$ cat src/rtl/pattern_pkg.sv
// pattern_pkg: shared sequencer state type plus work-mode and deltaX codes.
package pattern_pkg;
  typedef enum logic [2:0] {
    ST_IDLE   = 3'd0,
    ST_FSYNC  = 3'd1,
    ST_ACTIVE = 3'd2,
    ST_HBLANK = 3'd3,
    ST_LSYNC  = 3'd4,
    ST_VBLANK = 3'd5
  } seq_state_t;
  localparam logic [2:0] IDLE_MODE = 3'b000;
  localparam logic [2:0] REGULAR   = 3'b001;
  localparam logic [2:0] INVERT    = 3'b010;
  localparam logic [2:0] CHECKER   = 3'b011;
  localparam logic [2:0] H_BARS    = 3'b100;
  localparam logic [2:0] V_BARS    = 3'b101;
  localparam logic [2:0] GRAY_MODE = 3'b110;
  localparam logic [2:0] RAMP_MODE = 3'b111;
  localparam logic [1:0] DX_1 = 2'b00;
  localparam logic [1:0] DX_2 = 2'b01;
  localparam logic [1:0] DX_4 = 2'b10;
  localparam logic [1:0] DX_8 = 2'b11;
endpackage

$ cat src/rtl/frame_sequencer_blank_timer.sv
// blank_timer: loadable down-counter; done while the count sits at zero.
module blank_timer #(
  parameter int W = 4
) (
  input  logic         clk,
  input  logic         rst_n,
  input  logic         load,
  input  logic [W-1:0] value,
  output logic [W-1:0] count,
  output logic         done
);
  always_ff @(posedge clk or negedge rst_n)
    if (!rst_n) count <= '0;
    else if (load) count <= value;
    else if (count != '0) count <= count - 1'b1;
  assign done = count == '0;
endmodule

$ cat src/rtl/frame_sequencer.sv
// frame_sequencer: frame/line strobe generator with blanking and frame-latched config.
// Optional FRAME_SEQ_FRAME_CNT_EN adds a wrapping 16-bit frame_cnt output.
module frame_sequencer
  import pattern_pkg::*;
#(
  parameter int PIX_PER_LINE    = 1290,
  parameter int LINES_PER_FRAME = 16,
  parameter int HBLANK          = 4,
  parameter int VBLANK          = 8,
  localparam int PW = $clog2(PIX_PER_LINE),
  localparam int LW = $clog2(LINES_PER_FRAME) + 1
) (
  input  logic          clk,
  input  logic          rst_n,
  input  logic          enable,
  input  logic [2:0]    Mode_in,
  input  logic [1:0]    X_in,
  output logic          f_sync,
  output logic          sync,
  output logic          endLine,
  output logic          endFrame,
  output logic [2:0]    Mode,
  output logic [1:0]    X,
  output logic [PW-1:0] pix_cnt,
  output logic [LW-1:0] line_cnt,
`ifdef FRAME_SEQ_FRAME_CNT_EN
  output logic [15:0]   frame_cnt,
`endif
  output logic          busy
);
  localparam int TMAX = PIX_PER_LINE > HBLANK ? (PIX_PER_LINE > VBLANK ? PIX_PER_LINE : VBLANK)
                                              : (HBLANK > VBLANK ? HBLANK : VBLANK);
  localparam int TW = $clog2(TMAX);
  seq_state_t state, state_n;
  logic [LW-1:0] line_q, line_n;
  logic [TW-1:0] t_cnt, t_val;
  logic t_load, t_done;
  logic [2:0] mode_q;
  logic [1:0] x_q;
  blank_timer #(.W(TW)) u_timer (
    .clk(clk), .rst_n(rst_n), .load(t_load), .value(t_val), .count(t_cnt), .done(t_done)
  );
  always_comb begin
    state_n = state;
    case (state)
      ST_IDLE:   state_n = enable ? ST_FSYNC : ST_IDLE;
      ST_FSYNC:  state_n = ST_ACTIVE;
      ST_ACTIVE: state_n = t_done ? ST_HBLANK : ST_ACTIVE;
      ST_HBLANK: state_n = !t_done ? ST_HBLANK
                         : line_q < LW'(LINES_PER_FRAME - 1) ? ST_LSYNC : ST_VBLANK;
      ST_LSYNC:  state_n = ST_ACTIVE;
      ST_VBLANK: state_n = !t_done ? ST_VBLANK : enable ? ST_FSYNC : ST_IDLE;
      default:   state_n = ST_IDLE;
    endcase
  end
  // the timer is loaded with duration-1 on entry; the state leaves when it reaches zero
  assign t_load = state_n != state && state_n inside {ST_ACTIVE, ST_HBLANK, ST_VBLANK};
  assign t_val  = state_n == ST_ACTIVE ? TW'(PIX_PER_LINE - 1)
                : state_n == ST_HBLANK ? TW'(HBLANK - 1) : TW'(VBLANK - 1);
  assign line_n = state_n == ST_LSYNC ? line_q + 1'b1
                : state_n inside {ST_FSYNC, ST_IDLE} ? '0 : line_q;
  // outputs are registered from the current state, so they trail the state by one cycle
  always_ff @(posedge clk or negedge rst_n)
    if (!rst_n) begin
      state    <= ST_IDLE;
      line_q   <= '0;
      mode_q   <= '0;
      x_q      <= '0;
      f_sync   <= 1'b0;
      sync     <= 1'b0;
      endLine  <= 1'b0;
      endFrame <= 1'b0;
      busy     <= 1'b0;
      Mode     <= '0;
      X        <= '0;
      pix_cnt  <= '0;
      line_cnt <= '0;
    end else begin
      state    <= state_n;
      line_q   <= line_n;
      if (state_n == ST_FSYNC) begin
        mode_q <= Mode_in;
        x_q    <= X_in;
      end
      f_sync   <= state == ST_FSYNC;
      sync     <= state inside {ST_FSYNC, ST_LSYNC};
      endLine  <= state inside {ST_HBLANK, ST_VBLANK};
      endFrame <= line_q == LW'(LINES_PER_FRAME - 1)
                  && state inside {ST_LSYNC, ST_ACTIVE, ST_HBLANK, ST_VBLANK};
      busy     <= state != ST_IDLE;
      pix_cnt  <= state == ST_ACTIVE ? PW'(PIX_PER_LINE - 1) - PW'(t_cnt) : '0;
      line_cnt <= line_q;
      if (state == ST_FSYNC) begin
        Mode <= mode_q;
        X    <= x_q;
      end
    end
`ifdef FRAME_SEQ_FRAME_CNT_EN
  always_ff @(posedge clk or negedge rst_n)
    if (!rst_n) frame_cnt <= '0;
    else if (state == ST_FSYNC) frame_cnt <= frame_cnt + 1'b1;
`endif
endmodule
$ cat config.mk
export PLATFORM = sky130hd
export DESIGN_NAME = frame_sequencer
export DESIGN_NICKNAME = d
export VERILOG_FILES = /design/src/rtl/pattern_pkg.sv /design/src/rtl/frame_sequencer_blank_timer.sv /design/src/rtl/frame_sequencer.sv
export SDC_FILE = /design/constraint.sdc
export NUM_CORES = 1
export LEC_CHECK = 0
export CAP_MARGIN = 25
export CORE_MARGIN = 3
export CORE_UTILIZATION = 48
export DETAILED_ROUTE_END_ITERATION = 8
export PLACE_DENSITY = 0.75
export RECOVER_POWER = 50
export SYNTH_ARGS = -nofsm -noshare
export SYNTH_HDL_FRONTEND = slang
export SYNTH_HIERARCHICAL = 1
export SYNTH_SLANG_ARGS = --single-unit
$ cat constraint.sdc
create_clock -name clk -period 2.7 [get_ports clk]
set_input_delay 0.675 -clock clk [delete_from_list [all_inputs] [get_ports clk]]
set_output_delay 0.675 -clock clk [all_outputs]
set_load 0.03 [all_outputs]
== Word level (Yosys, flattened, before mapping) ==
Index checks and enable logic that the tools add are counted.
Word-level totals
  bits of input ports: 8
  output and inout bits: 26
  word-level logic and storage cells: 58
  register bits after elaboration: 50
Operators by class
  magnitude comparators: 1
  add/sub/neg operators: 3
  equality and inequality tests: 12
  reduce and logical (&&, ||, !) cells: 15
  mux-type cells: 13
Operators with widths (count)
  11-bit two-way mux: 4
  3-bit one-hot mux with 5 select lines: 1
  3-bit by 2-bit equality test with 1-bit output, second input constant: 4
  3-bit equality test, second input constant: 4
  11-bit logical NOT: 1
  11-bit nonzero test: 1
  11-bit by 1-bit subtractor with 11-bit output, second input constant: 1
  11-bit subtractor, first input constant: 1
  5-bit two-way mux: 2
  2-bit nonzero test: 5
  3-bit two-way mux: 3
  3-bit by 1-bit equality test with 1-bit output, second input constant: 2
  3-bit logical NOT: 2
  3-bit nonzero test: 2
  5-bit by 1-bit adder with 5-bit output, second input constant: 1
  5-bit by 4-bit equality test with 1-bit output, second input constant: 1
  5-bit by 4-bit less-than comparator with 1-bit output, second input constant: 1
  4-bit nonzero test: 1
  1-bit two-way mux: 3
  3-bit != test: 1
  1-bit logical AND: 2
  2-bit OR reduction: 1

== Longest topological paths before layout ==
Gate-level depths: netlist of run 1.
  depth after elaboration: 8
  depth in mapped cells: 11
  gate-level depth less buffers: 10

== Modules after synthesis ==
The synthesis of run 1 kept the hierarchy.
Modules (own cells, without submodules)
  frame_sequencer: area an instance 1700.4 µm², seq. area each 975.9 µm², cells each 147, instances 1
  blank_timer: area an instance 626.9 µm², seq. area each 275.3 µm², cells each 63, instances 1

== Worst setup path after synthesis of run 1 ==
OpenSTA, ideal clock, no wires.
  kind: register to register
  start: reg u_timer.count[4]
  end: reg u_timer.count[10]
  buffers on the path: 2
  path slack: 117 ps
  required time: 2564 ps
  arrival time: 2447 ps
  setup time: 136 ps
  stages on the path, launching flop included: 9
  cell sequence: dfrtp_1 or4_4 nor3_4 nand2_1 a21oi_1 o31a_1 clkbuf_1 clkbuf_1 o21ai_0
On the way
  cells in the longest elaborated chain, start to end: 7
  elaborated cells on any way between the ends: 17
  classes of those cells: 1 x add/sub; 4 x eq/ne; 7 x mux; 5 x reduce/logical
RTL lines
  start, declared: line frame_sequencer_blank_timer.sv:9  | output logic [W-1:0] count,
  start signal, assigned: line frame_sequencer_blank_timer.sv:14  | else if (load) count <= value;
  start signal, assigned: line frame_sequencer_blank_timer.sv:15  | else if (count != '0) count <= count - 1'b1;
  11-bit logical NOT (*): line frame_sequencer_blank_timer.sv:16  | assign done = count == '0;
  net t_done: line frame_sequencer.sv:37  | logic t_load, t_done;
  3-bit two-way mux (tied with other cells): line frame_sequencer.sv:52  | ST_VBLANK: state_n = !t_done ? ST_VBLANK : enable ? ST_FSYNC : ST_IDLE;
  3-bit one-hot mux with 5 select lines (*): line frame_sequencer.sv:45  | case (state)
  3-bit by 2-bit equality test with 1-bit output or 3-bit equality test (tied branches): line frame_sequencer.sv:57  | assign t_load = state_n != state && state_n inside {ST_ACTIVE, ST_HBLANK, ST_VBLANK};
  3-bit nonzero test: line frame_sequencer.sv:57
  1-bit logical AND (*): line frame_sequencer.sv:57
  net t_load: line frame_sequencer.sv:37
  11-bit two-way mux or 2-bit nonzero test (tied branches)
The timed path passes the listed nets; every way through them passes the cells marked *. The select of a mux whose other input is x is not followed.
A chain may end at the register's enable or synchronous reset.

== Worst setup path after layout of run 1 ==
  start: reg u_timer.count[7]
  end: reg line_q[2]
On the way
  cells in the longest elaborated chain, start to end: 6
  elaborated cells on any way between the ends: 11
  classes of those cells: 2 x eq/ne; 5 x mux; 4 x reduce/logical
RTL lines
  11-bit logical NOT (*): line frame_sequencer_blank_timer.sv:16
  net t_done: line frame_sequencer.sv:37
  3-bit two-way mux (tied with other cells): line frame_sequencer.sv:52
  3-bit one-hot mux with 5 select lines (*): line frame_sequencer.sv:45
  3-bit by 1-bit equality test with 1-bit output or 3-bit logical NOT (tied branches): line frame_sequencer.sv:61  | : state_n inside {ST_FSYNC, ST_IDLE} ? '0 : line_q;
  2-bit nonzero test: line frame_sequencer.sv:61
  2-bit nonzero test (no line)
  end signal, assigned: line frame_sequencer.sv:80  | line_q <= line_n;
  end, declared: line frame_sequencer.sv:35  | logic [LW-1:0] line_q, line_n;
The timed path passes the listed nets; every way through them passes the cells marked *.

==> results of run 1 <==
[sequential cells by signal (all words and copies together), names as in the netlist, 2 cells and up]
register	flops
Mode	3
mode_q	3
pix_cnt	11
u_timer/count	11
line_q	5
state	3
x_q	2
line_cnt	5
X	2
[worst max-delay path, stage by stage (launching register included)]
cell and delay, ns:
dfrtp_1 0.48, or4_4 0.61, nor3_4 0.26, and2_1 0.24
a211oi_1 0.11, buf_4 0.17, or4b_1 0.52, o21ai_1 0.09
[per-stage QoR]
| step | worst slack [ns] | hold WS, ns |
|---|---|---|
| floorplan | 0.1174 | 0.3794 |
| global placement | 0.2739 | 0.4186 |
| detailed placement | 0.2059 | 0.4198 |
| CTS | 0.1598 | 0.3489 |
| global route | 0.01254 | 0.4701 |
| finish | 0.1588 | 0.4449 |
[routing by layer]
metal	vias up	share of wire [%]	wire [um]	track usage, %
met2	51	46	2029	26.46
met5	-	0	0	0
met3	9	4.8	215	3.562
met1	809	47	2096	22.44
li1	835	-	-	-
met4	0	2.1	91	9.709
[placed cells by master (no fill, tap or decap), types with 3 or more instances in the layout]
| master | netlist | routed |
|---|---|---|
| dfrtp_1 | 50 | 50 |
| clkdlybuf4s50_1 | 0 | 32 |
| nor2_1 | 17 | 17 |
| nand2_1 | 16 | 16 |
| mux2_1 | 11 | 11 |
| buf_4 | 0 | 10 |
| xnor2_1 | 8 | 8 |
| inv_1 | 8 | 8 |
| o21ai_0 | 7 | 7 |
| xor2_1 | 6 | 6 |
| clkbuf_8 | 0 | 6 |
| conb_1 | 2 | 6 |
| a21oi_1 | 5 | 5 |
| o21ai_1 | 5 | 5 |
| nor2b_1 | 4 | 4 |
| a22o_1 | 4 | 4 |
| ha_1 | 4 | 4 |
| or3_1 | 3 | 3 |
| o41ai_1 | 3 | 3 |
| and3_1 | 3 | 3 |
| and2_1 | 3 | 3 |
| nand2b_1 | 3 | 3 |
| nor3_1 | 3 | 3 |
[logic make-up after synthesis]
family                   count (synthesis)  synth area share [%]
buffers and inverters                   15                 2.527
AO/OA/AOI/OAI                           42                 12.80
other                                    2                0.3227
XOR/XNOR                                14                 5.269
flip-flops                              50                 53.76
AND/OR/NAND/NOR                         70                 16.88
adder cells (fa/ha/maj)                  4                 2.151
multiplexers                            13                 6.290
[area by class of cell]
class	instances	area (um^2)
clock buffers	6	82.58
fillers	367	1622
flip-flops and latches	50	1251
clock inverters	2	12.51
repair buffers	44	405.4
well taps	52	65.06
inverters	9	33.78
multi-input cells	149	1032
[path summary, 6_finish.rpt]
kind / end / slack (ns) / cells past startpoint
setup / recovery: line_q[2] / 0.16 / 7
hold / removal: line_cnt[4] / 0.44 / 0
setup reg to reg: line_q[2] / 0.16 / 7
hold reg to reg: line_cnt[4] / 0.44 / 0
max in group asynchronous: mode_q[2] / 1.30 / 2
min in group asynchronous: Mode[1] / 0.70 / 2
[report_power, final]
part,total [mW],switching [mW],internal [mW]
clock,0.447,0.241,0.206
sequential,1.20,0.192,1.00
combinational,1.37,0.753,0.621
==> flow_summary.toml, run 1 <==
[synthesis]
syn_inst = 210
synth_area_leaders = "dfrtp_1 54%, mux2_1 5.3%, xnor2_1 3.0%"
syn_avg_cell_area_um2 = 11.08
ys_seq_area_share_pct = 53.76
synth-edff-count = 0
synth_cell_type_count = 52
synth.cell_area_um2 = 2327
yosysMostFrequentCell = "dfrtp_1"
ys.flop_type = "dfrtp_1"
synth_top_cell_area_share_pct = 53.76
ys_seq_elements = 50
yosys_warnings = 6
synth_common_cells = "50 x dfrtp_1, 17 x nor2_1, 16 x nand2_1"
yosysTopAreaCell = "dfrtp_1"
async_flop_share_pct = 100.0

[worst_hold_path]
worstHoldStart = "line_q[4]"
hold_path_class = "reg -> reg"

[clock_tree]
clock_latency_ns = 0.30
clock_path_buffers = 2
cts_sinks = 50
numCtsBuffers = 5
cts_setup_buffers = 0
clk_pin_slew_ns = 0.09
cts_resized = 0
holdBufCountCts = 0
htreeDepth = 2
cts_tree = "done"
root_buffer = "clkbuf_8"

[floorplan]
io-pin-count = 34
rows = 24
dieArea_um2 = 5720
die_h_um = 75.63
die_w_um = 75.63
core_um2 = 4504
initial_core_util_pct = 51.67

[sta]
rsz0062_at_grt = "no"
maxSlewHeadroom_pct = 20.86
worst_pin_slew_ns = 1.187
fin_crit_sh_pct = 94.12
final.setup.tns_ns = 0
final_hold_viol_count = 0
period_minus_slack_ns = 2.541
setup_viol = 0
drv_slew = 0
finClkSkew_ns = 0.006882
max_freq_mhz = 393.5

[cells_and_area]
antenna-diode-count = 0
stdcell_area_um2 = 2883
area_growth_pct = 23.87
fin_nets = 271
drive_above_1_share_pct = 11.54
finalNonFillerCells = 312
final_core_util_pct = 64.00

[route]
drc_errors = 0
vias_per_cell = 5.462
wl_per_cell_um = 14.21
drt.antenna.violating_nets = 0
drt_pass1_iterations = 5
wl_um = 4433
drtIter0Drc = 88
vias = 1704

[place]
gp_congestion = 0.8293
port_buffers = 33
dp_cells = 304
hpwlAfterDp_um = 3037
dpl-instance-area_um2 = 2803

[power_and_ir_drop]
p_leak_nw = 1.306
total_power_mw = 3.017
peakVddDrop_mv = 0.4901
powerDensity_nw_per_um2 = 1047

[global_routing]
grt_pass1_vias = 1659
antenna_found_initial = 0
grt_usage_pct = 17.13
grt_overflow = 0
grt_max_degree = 51
grt_pass1_wl_um = 7362

[setup_path]
worstReg2RegStart = "u_timer/count[7]"
end_kind = "flop"
startpoint_type = "flop"
crit_type = "reg -> reg"
crit_start = "u_timer/count[7]"
required_ns = 2.93
cp.arrival_ns = 2.77
cp_max_fo = 8

[status]
status = "completed"

[run]
cap_viol_max_count = 0
No activity file was read; power rests on OpenSTA's default activity.
==> run 2: changes to the inputs <==
--- a/config.mk
+++ b/config.mk
@@ -5,12 +5,14 @@
 export SDC_FILE = /design/constraint.sdc
 export NUM_CORES = 1
 export LEC_CHECK = 0
+export ABC_AREA = 1
 export CAP_MARGIN = 25
-export CORE_MARGIN = 3
-export CORE_UTILIZATION = 48
+export CORE_MARGIN = 2
+export CORE_UTILIZATION = 49
 export DETAILED_ROUTE_END_ITERATION = 8
-export PLACE_DENSITY = 0.75
+export PLACE_DENSITY = 0.76
 export RECOVER_POWER = 50
+export SLEW_MARGIN = 10
 export SYNTH_ARGS = -nofsm -noshare
 export SYNTH_HDL_FRONTEND = slang
 export SYNTH_HIERARCHICAL = 1
==> run 2 against run 1 <==
Against the previous run: global-route usage increased by 2.6 points; wire length increased by 15%; worst hold slack got worse by 0.066 ns; first-iteration DRC count increased by 55%; sequential share of layout area decreased by 3.9 points; register-to-register slack got worse by 0.06 ns; fmax decreased by 2.2%; largest power group unchanged.
==> flow_summary.toml, run 2 <==
[power_and_ir_drop]
p_leak_nw = 1.553
powerDensity_nw_per_um2 = 1217
peakVddDrop_mv = 0.4927
seqPwrFrac_pct = 30.8
total_power_mw = 3.853
p_sw_mw = 1.713
clockPowerShare_pct = 13.6
p_int_mw = 2.141
comb_power_share_pct = 55.6
switching_share_pct = 44.44

[synthesis]
yosysTopAreaCell = "dfrtp_1"
syn_avg_cell_area_um2 = 8.290
synth_cell_type_count = 27
yosysMostFrequentCell = "nand2_1"
synth.cell_area_um2 = 2412
async_flop_share_pct = 100.0
ys.flop_type = "dfrtp_1"
synth_top_cell_area_share_pct = 51.87
synth-edff-count = 0
yosys_warnings = 6
synth_common_cells = "75 x nand2_1, 50 x dfrtp_1, 33 x inv_1"
ys_seq_area_share_pct = 51.87
synth_area_leaders = "dfrtp_1 52%, nand2_1 12%, inv_1 5.1%"
syn_inst = 291
ys_seq_elements = 50

[sta]
worst_pin_slew_ns = 1.158
drv_slew = 0
max_freq_mhz = 385.0
period_minus_slack_ns = 2.598
rsz0062_at_grt = "yes"
final_hold_viol_count = 0
setup_viol = 0
maxSlewHeadroom_pct = 22.77
finClkSkew_ns = 0.005635
fin_crit_sh_pct = 96.21

[cells_and_area]
drive_above_1_share_pct = 21.53
final_cell_mix = "73 x nand2_1, 50 x dfrtp_1, 32 x clkdlybuf4s50_1"
stdcell_area_um2 = 3166
layout_commonest_cell = "nand2_1"
reg.largest.list = "pix_cnt (11), u_timer/count (11)"
area_growth_pct = 31.22
antenna-diode-count = 0
n_fill_cell = 361
finalNonFillerCells = 420
fin_nets = 364

[floorplan]
io-pin-count = 34
die_h_um = 74.17
initial_core_util_pct = 51.07
die_w_um = 74.17
core_um2 = 4723
dieArea_um2 = 5500
rows = 25

[setup_path]
cp_top_family = "simple AND/OR/NAND/NOR gates"
crit_chain = "inv_2 > ha_4 > inv_2 > nor2_4 > nand3_2 > nor4_4 > inv_1 > nor2_1 > nor2_1 > nor2_2 > nand2_2 > nand2_1 > nand2_1 > a21oi_2 > inv_2 > buf_6 > nand3_4 > nand2_2 > nor2_2"
end_kind = "flop"
cp_max_fo = 8
cp.arrival_ns = 2.84
startpoint_type = "flop"
crit_buf_inv = 5
crit_type = "reg -> reg"
required_ns = 2.94
slowest_delay_ns = 0.41
crit_top_cell = "inv_2"
critPathSlowestCell = "dfrtp_1"

[clock_tree]
numCtsBuffers = 5
clk_pin_slew_ns = 0.09
clock_path_buffers = 2
root_buffer = "clkbuf_8"
clock_latency_ns = 0.30
cts_tree = "done"
htreeDepth = 2
holdBufCountCts = 0
cts_sinks = 50

[run]
cap_viol_max_count = 0

[route]
vias = 2040
drt.antenna.violating_nets = 0
drtIter0Drc = 136
wl_um = 5113
wl_per_cell_um = 12.17
drt_pass1_iterations = 4
vias_per_cell = 4.857
drc_errors = 0

[global_routing]
grt_overflow = 0
grt_max_degree = 51
antenna_found_initial = 0
grt_usage_pct = 19.72
grt_pass1_wl_um = 8321
grt_pass1_vias = 1865

[place]
gp_congestion = 0.9538
hpwlAfterDp_um = 3544
dpl-instance-area_um2 = 2954
dp_cells = 408
port_buffers = 33

[status]
status = "completed"

[worst_hold_path]
hold_path_class = "reg -> reg"
[run 2: layout make-up]
cell class | instances | area [um^2] | share of cell area (%)
Sequential cell | 50 | 1251 | 39.53
Timing Repair Buffer | 52 | 473.0 | 14.94
Clock inverter | 3 | 45.04 | 1.423
Multi-Input combinational cell | 203 | 1091 | 34.47
Clock buffer | 5 | 68.82 | 2.174
Tap cell | 67 | 83.83 | 2.648
Inverter | 40 | 152.6 | 4.822
[run 2: cells by family (layout without fill, tap and decap cells)]
logic type	after synthesis	after routing	synth area share, %
fa+ha+maj	4	4	2.075
buf+inv	42	100	6.639
other cells	2	6	0.3113
simple gates	154	154	30.34
xor+xnor	1	1	0.3631
flops	50	50	51.87
compound gates	38	38	8.403
[run 2: power by group through the flow]
stage / Sequential, mW / Combinational, mW / Clock (mW)
3_3_place_gp: 1.17 / 1.87 / 0
2_1_floorplan: 1.38 / 1.07 / 0
5_1_grt: 1.22 / 2.37 / 0.573
6_report: 1.19 / 2.14 / 0.524
3_5_place_dp: 1.19 / 1.90 / 0
4_1_cts: 1.17 / 1.92 / 0.536
[run 2: final timing paths]
path / depth (start not counted) / end / start / slack [ns]
worst min register to register: 0 / line_cnt[3] / line_q[3] / 0.38
worst max register to register: 19 / u_timer/count[8] / u_timer/count[0] / 0.10
min in group asynchronous: 2 / Mode[1] / rst_n / 0.67
worst max-delay path: 19 / u_timer/count[8] / u_timer/count[0] / 0.10
max in group asynchronous: 2 / pix_cnt[1] / rst_n / 1.33
worst min-delay path: 0 / line_cnt[3] / line_q[3] / 0.38
[run 2: layer usage]
layer  GRT usage, %  vias up  share of wire [%]
met4          7.475        0                2.3
met1          27.04      926                 47
met3          3.252       12                3.8
met5              0        -                  0
li1               -     1038                  -
met2          31.65       64                 47
[run 2: worst reg2reg max path: stages, from the launching register on]
cell and delay (ns):
dfrtp_1 0.41, inv_2 0.09, ha_4 0.14, inv_2 0.04, nor2_4 0.12, nand3_2 0.12
nor4_4 0.33, inv_1 0.08, nor2_1 0.11, nor2_1 0.05, nor2_2 0.16, nand2_2 0.08
nand2_1 0.06, nand2_1 0.06, a21oi_2 0.18, inv_2 0.09, buf_6 0.15, nand3_4 0.12
nand2_2 0.07, nor2_2 0.09
[run 2: timing repair]
| action | 4_1_cts | 5_1_grt |
|---|---|---|
| hold endpoints to repair | 0 | 0 |
| gates resized for setup | 0 | 23 |
| buffers inserted | 0 | 4 |
| setup endpoints to repair | 0 | 11 |
[run 2: through the flow]
step	utilization [%]	worst slack [ns]	hold WS [ns]	setup TNS, ns
global placement	62.54	0.1748	0.3640	0
detailed placement	62.54	0.1420	0.3587	0
CTS	64.95	0.1090	0.3789	0
global route	67.02	-0.1810	0.3957	-1.559
floorplan	-	0.07421	0.3537	0
finish	67.02	0.1024	0.3787	0
